$ cat config.mk
export PLATFORM = sky130hd
export DESIGN_NAME = sum_accumulator
export DESIGN_NICKNAME = d
export VERILOG_FILES = /design/src/rtl/sum_accumulator_pkg.sv /design/src/rtl/RippleCarryAdder.sv /design/src/rtl/sum_accumulator.sv
export SDC_FILE = /design/constraint.sdc
export NUM_CORES = 1
export LEC_CHECK = 0
export CAP_MARGIN = 30
export CORE_MARGIN = 2
export CORE_UTILIZATION = 50
export DETAILED_ROUTE_END_ITERATION = 10
export PLACE_DENSITY = 0.83
export SLEW_MARGIN = 20
export SYNTH_ARGS = -nofsm -noshare
export SYNTH_HDL_FRONTEND = slang
export SYNTH_SLANG_ARGS = --single-unit
$ cat constraint.sdc
create_clock -name clk -period 8.5 [get_ports clk]
set_input_delay 1.7 -clock clk [delete_from_list [all_inputs] [get_ports clk]]
set_output_delay 1.7 -clock clk [all_outputs]
set_load 0.02 [all_outputs]
$ cat src/rtl/sum_accumulator_pkg.sv
// Shared types and default sizes for the frame-sum accumulator.
// Holds the three-state FSM encoding used by sum_accumulator.
package sum_accumulator_pkg;

  localparam int WIDTH_DEF = 6;
  localparam int CNT_W_DEF = 4;

  typedef enum logic [1:0] {
    IDLE  = 2'd0,
    ACCUM = 2'd1,
    DONE  = 2'd2
  } state_t;

endpackage

$ cat src/rtl/RippleCarryAdder.sv
// Combinational ripple-carry adder, SUM = (A + B) mod 2^WIDTH; zero latency, no flow control.
// The final carry-out is not exported; callers recover wrap from the result itself.
module RippleCarryAdder #(
  parameter int WIDTH = 6
) (
  input  logic [WIDTH-1:0] A,
  input  logic [WIDTH-1:0] B,
  output logic [WIDTH-1:0] SUM
);

  logic [WIDTH-1:0] c;

  assign c[0] = 1'b0;

  for (genvar i = 0; i < WIDTH - 1; i++) begin : g_carry
    assign c[i+1] = (A[i] & B[i]) | (c[i] & (A[i] ^ B[i]));
  end

  assign SUM = A ^ B ^ c;

endmodule

$ cat src/rtl/sum_accumulator.sv
// Sums count operands per frame (valid/ready in, valid/ready out); result valid one cycle after last operand.
// Result holds in DONE until out_ready; in_ready is only offered while collecting operands.
module sum_accumulator
  import sum_accumulator_pkg::*;
#(
  parameter int WIDTH = WIDTH_DEF,
  parameter int CNT_W = CNT_W_DEF
) (
  input  logic             clk,
  input  logic             reset,
  input  logic             start,
  input  logic [CNT_W-1:0] count,
  input  logic             in_valid,
  input  logic [WIDTH-1:0] in_data,
  output logic             in_ready,
  output logic             out_valid,
  output logic [WIDTH-1:0] out_sum,
  output logic             out_overflow,
  input  logic             out_ready,
  output logic             busy
);

  state_t           state;
  state_t           state_nxt;
  logic [WIDTH-1:0] acc;
  logic [WIDTH-1:0] acc_nxt;
  logic             ovf;
  logic [CNT_W-1:0] remaining;
  logic             xfer;
  logic             carry;
  logic             last_xfer;

  RippleCarryAdder #(
    .WIDTH (WIDTH)
  ) u_adder (
    .A   (acc),
    .B   (in_data),
    .SUM (acc_nxt)
  );

  // An unsigned modular sum wraps exactly when it ends up below its old value.
  assign carry     = (acc_nxt < acc);
  assign xfer      = in_valid && (state == ACCUM);
  assign last_xfer = xfer && (remaining == CNT_W'(1));

  always_comb begin
    state_nxt = state;
    case (state)
      IDLE: begin
        if (start) begin
          state_nxt = (count == '0) ? DONE : ACCUM;
        end
      end
      ACCUM: begin
        if (last_xfer) begin
          state_nxt = DONE;
        end
      end
      DONE: begin
        if (out_ready) begin
          state_nxt = IDLE;
        end
      end
      default: state_nxt = IDLE;
    endcase
  end

  always_ff @(posedge clk or posedge reset) begin
    if (reset) begin
      state     <= IDLE;
      acc       <= '0;
      ovf       <= 1'b0;
      remaining <= '0;
    end else begin
      state <= state_nxt;
      if (state == IDLE && start) begin
        acc       <= '0;
        ovf       <= 1'b0;
        remaining <= count;
      end else if (xfer) begin
        acc       <= acc_nxt;
        ovf       <= ovf | carry;
        remaining <= remaining - CNT_W'(1);
      end
    end
  end

  assign in_ready     = (state == ACCUM);
  assign out_valid    = (state == DONE);
  assign busy         = (state != IDLE);
  assign out_sum      = acc;
  assign out_overflow = ovf;

endmodule

Word-level counts from Yosys, hierarchy flattened:

Index checks and enable logic that the tools add are counted.

* multiplexer cells: 11
* bitwise operators: 20
* $add $sub $neg: 1
* reductions and logical operators: 8
* equal/unequal tests: 6
* magnitude comparators: 1

Operator list (count)
* $mux 6: 2
* $xor 6x6->6: 2
* $and 1x1->1: 9
* $mux 2: 4
* $mux 4: 2
* $lt 6x6->1: 1
* $pmux 2 s3: 1
* $or 1x1->1: 5
* $eq 4x1->1 const B: 1
* $logic_not 4->1: 1
* $ne 2x1->1 const B: 2
* $reduce_bool 2->1: 2
* $sub 4x1->4 const B: 1
* $xor 1x1->1: 4
* $logic_and 1x1->1: 3
* $reduce_and 3->1: 1
* $eq 2x1->1 const B: 1
* $eq 2x2->1 const B: 1
* $logic_not 2->1: 1
* $mux 1: 2
* $ne 2x2->1 const B: 1

* output and inout bits: 10
* register bits: 13
* input port bits: 15

Depth between registers and ports, before layout:

* depth after elaboration: 14
* depth in mapped cells: 14
* depth with buffers taken out: 14

Cells and area by module:

From an unflattened synthesis, not the netlist that was laid out.

* cells, all modules: 84
* area total of the unflattened synthesis: 939.7 um^2

Modules (own cells, without submodules)
* sum_accumulator: sequential area each 325.3 um^2, area an instance 804.5 um^2, cells an instance 73, instances 1
* RippleCarryAdder: sequential area each 0.0 um^2, area an instance 135.1 um^2, cells an instance 11, instances 1

Worst setup path after synthesis:

OpenSTA, ideal clock, no wires.

* path type: in2reg
* from: input in_data[0]
* to: register ovf, in the netlist out_overflow
* stages on the path: 14
* path buffers: 0
* arrival time: 4.152 ns
* setup time: 0.101 ns
* path slack: 4.247 ns
* cell sequence: ha_1 inv_1 fa_1 fa_1 inv_1 fa_1 inv_1 fa_1 xnor2_1 xnor2_1 ha_1 nand3_1 o22ai_1 o32ai_1

* word-level cells in the longest chain between the ends: 14

RTL lines
* from (decl): line sum_accumulator.sv:14 `input logic [WIDTH-1:0] in_data,`
* $and 1x1->1 (2 in series): line RippleCarryAdder.sv:16 `assign c[i+1] = (A[i] & B[i]) | (c[i] & (A[i] ^ B[i]));`
* $or 1x1->1: line RippleCarryAdder.sv:16
* $and 1x1->1: line RippleCarryAdder.sv:16
* $or 1x1->1: line RippleCarryAdder.sv:16
* $and 1x1->1: line RippleCarryAdder.sv:16
* $or 1x1->1: line RippleCarryAdder.sv:16
* $and 1x1->1: line RippleCarryAdder.sv:16
* $or 1x1->1: line RippleCarryAdder.sv:16
* $xor 6x6->6 (*): line RippleCarryAdder.sv:19 `assign SUM = A ^ B ^ c;`
* $lt 6x6->1 (*): line sum_accumulator.sv:42 `assign carry = (acc_nxt < acc);`
* $or 1x1->1 (*): line sum_accumulator.sv:82 `ovf <= ovf | carry;`
* $mux 1 (*): line sum_accumulator.sv:80 `end else if (xfer) begin`
* $mux 1 (*): line sum_accumulator.sv:76 `if (state == IDLE && start) begin`
* to (signal assigned): line sum_accumulator.sv:82
* to (decl): line sum_accumulator.sv:27 `logic ovf;`

Mark *: on every way between the ends. The rest lies on a longest branch, timed or not. The select of a mux whose other input is x is not followed.
A chain may end at the register's enable or synchronous reset.

Worst setup path in the final report:

Ends and elaborated chain as after synthesis.

==> out/results.tsv <==
stage	metric	value	unit
status	run_status	finished, final reports clean	
cts	root_buffer	clkbuf_4	
min_path	hp-class	reg -> reg	
cts	htree_levels	1	
global_route	grtUsageMet2	0.2750	
yosys	synthMuxAreaShare	0.02228	
cts	cts_inserted_buffers	3	
global_route	grt_max_degree	14	
yosys	ys_types	29	
timing	finalCriticalPeriod	4557	ps
timing	clock_skew	0.6588	ps
critical_path	crit_buf_inv	4	
global_route	overflow	0	
critical_path	critPathKind	in -> reg	
critical_path	cpMostUsedCell	fa_1	
global_route	grt_usage	0.1786	
final_layout	area.growth.synth_to_final	31.06	%
global_route	antenna_found_initial	0	
yosys	synthSimpleGateAreaFrac	0.1435	
timing	grt_setup_unrepaired	no	
drt	routed_wl	1641	um
timing	finalSetupTns	0	ps
drt	post_drt_wl_per_cell	12.07	um
timing	setup_violations	0	
placed_design	dp_hpwl	1356	um
drt	drt_drc_violations_left	0	
cts	cts.reportedPaths.clkPinSlew	70	ps
drt	drtIter0Drc	5	
die	io-pin-count	25	
yosys	ys_async_sr_fraction	1.000	
yosys	syn_area_per_cell	10.57	um^2
cts	tritoncts	yes	
drt	ant_nets	0	
global_route	grt_pass1_vias	655	
critical_path	start_kind	input port	
yosys	synth_top_area_frac	0.3621	
critical_path	cp.arrival	4740	ps
cts	postCtsSetupBuffers	0	
critical_path	crit_required	8690	ps
die	core_region_area	0.001708	mm^2
timing	slew_headroom	0.6830	
yosys	synth_area	898.4	um^2
die	die_x	46.39	um
drt	vias	700	
yosys	synth_ff_type	dfrtp_1	
cts	holdBufCountCts	0	
drt	dr.pass1.iters	2	
cts	ctsLongestPathBuffers	2	
critical_path	crit_chain	clkdlybuf4s50_1, ha_1, inv_1, fa_1, fa_1, inv_1, fa_1, inv_1, fa_1, xnor2_1, xnor2_1, ha_1, nand3_1, o22ai_1, o32ai_1	
final_layout	antenna_cells	0	
die	fp-row-count	15	
die	dieArea	0.002152	mm^2
timing	hold_viol_final	0	
critical_path	crit_path_end_kind	register	
placed_design	port-buffer-count	24	
job	maxCapViolCount	0	
yosys	yosys.area.top_type	dfrtp_1	
yosys	ys_seq_area_frac	0.3621	
die	die_h	46.39	um
critical_path	path_max_fanout	2	
critical_path	cp_slowest_stage_delay	470	ps
yosys	synth_edf_count	0	
final_layout	finalNetCount	138	
global_route	gr-max-usage-layer	met2	
timing	fmax	219.4	MHz
timing	slew_violations	0	
cts	cts_resized	0	
global_route	use_met1	0.2285	
yosys	synth_top_family_by_area	adder cells	
yosys	synth_common_cells	19 x inv_1, 13 x dfrtp_1, 7 x ha_1, 5 x a22o_1, 5 x nor2_1	
yosys	synth_compound_area_frac	0.1657	
critical_path	critPathSlowestCell	clkdlybuf4s50_1	
drt	routed_via_density	5.147	
yosys	syn-num-nets	111	
timing	worstMarginPinSlew	469.3	ps
timing	min_period_over_period	0.5362	
cts	clk_latency	280	ps
yosys	syn-instance-count	85	
yosys	synth_area_leaders	dfrtp_1 36%, ha_1 9.7%, fa_1 8.9%	
pwr	p_leak	0.0005371	uW
critical_path	critical-path-top-delay-family	adder cells	
yosys	synth_xor_area_frac	0.01950	
cts	clock-sinks	13	
yosys	yosys_warnings	0	
placed_design	place_congestion	0.7761	
global_route	grt_pass1_wl	2697	um
final_layout	drive_gt1_frac	0.05405	
yosys	synth_fa_ha_area_frac	0.1866	
yosys	synth-seq-cells	13	
die	start_util	0.5260	
final_layout	final_util	0.6894	
pwr	ir_worst_vdd	0.0001722	V
global_route	use_met3	0.06667	
yosys	synth.most_common_cell	inv_1	
pwr	p_per_area	334.4	mW/mm^2
[layer usage]
metal	up-vias	wire [um]
li1	347	-
met1	337	731
met2	13	815
met3	3	78
met4	0	17
met5	-	0
[through the flow]
| step | worst slack, ps | hold slack, ps | area, um^2 | cells | power [uW] |
|---|---|---|---|---|---|
| 2_1_floorplan | 4247 | 494.1 | 898.4 | 85 | 285.0 |
| 3_3_place_gp | 3663 | 503.1 | 1151 | 132 | 348.9 |
| 3_5_place_dp | 3601 | 511.0 | 1151 | 132 | 358.0 |
| 4_1_cts | 3905 | 528.3 | 1177 | 136 | 397.6 |
| 5_1_grt | 3791 | 536.5 | 1177 | 136 | 431.3 |
| 6_report | 3943 | 521.4 | 1177 | 136 | 393.7 |
[power breakdown]
| group | internal (uW) | switching, uW | leakage [uW] | total, uW |
|---|---|---|---|---|
| Clock | 18.2 | 19.9 | 0.0000150 | 38.2 |
| Sequential | 88.3 | 29.2 | 0.000165 | 117 |
| Combinational | 120 | 118 | 0.000357 | 238 |
[path summary, 6_finish.rpt]
| kind | from | end | slack, ps | depth (start not counted) |
|---|---|---|---|---|
| worst max register to register | out_sum[0] | out_overflow | 5420 | 14 |
| max in group asynchronous | reset | remaining[3] | 6460 | 2 |
| worst max-delay path | in_data[0] | out_overflow | 3940 | 15 |
| min in group asynchronous | reset | remaining[1] | 1730 | 2 |
| worst min-delay path | out_sum[1] | out_sum[1] | 520 | 1 |
| worst min register to register | out_sum[1] | out_sum[1] | 520 | 1 |
[layout make-up]
class,count,area (um^2)
inverter,19,71.32
sequential,13,325.3
fill,129,530.5
tap,25,31.28
timing repair buffer,24,240.2
multi-input combinational,51,483.0
clock buffer,4,26.28
[state kept, by name, summed over array words and instances (netlist names)]
signal / flops
remaining: 4
out_overflow: 1
state: 2
out_sum: 6
[worst reg2reg max path, delay by kind of cell (launching register included)]
family / cells / cell delay (ps)
adder cells (fa/ha/maj): 6 / 1720
XOR/XNOR: 2 / 330
flip-flops: 1 / 390
AO/OA/AOI/OAI: 2 / 280
AND/OR/NAND/NOR: 1 / 90
buffers and inverters: 3 / 170
[logic make-up after synthesis]
group,count (synthesis)
multiplexers,2
flip-flops,13
adder cells (fa/ha/maj),11
AO/OA/AOI/OAI,18
XOR/XNOR,2
AND/OR/NAND/NOR,18
buffers and inverters,21
[cells in the final DEF, fill, tap and decap left out, types with 2 or more instances in the layout]
cell type and instances:
nor3b_1 2, a211oi_1 2, nor2_1 5, mux2i_1 2, inv_1 19, a22o_1 5, dfrtp_1 13, a21oi_1 2
fa_1 4, nor2b_1 2, ha_1 7, a221o_1 4, clkbuf_4 3, clkdlybuf4s50_1 24, xnor2_1 2
(Power assumes the default switching activity.)
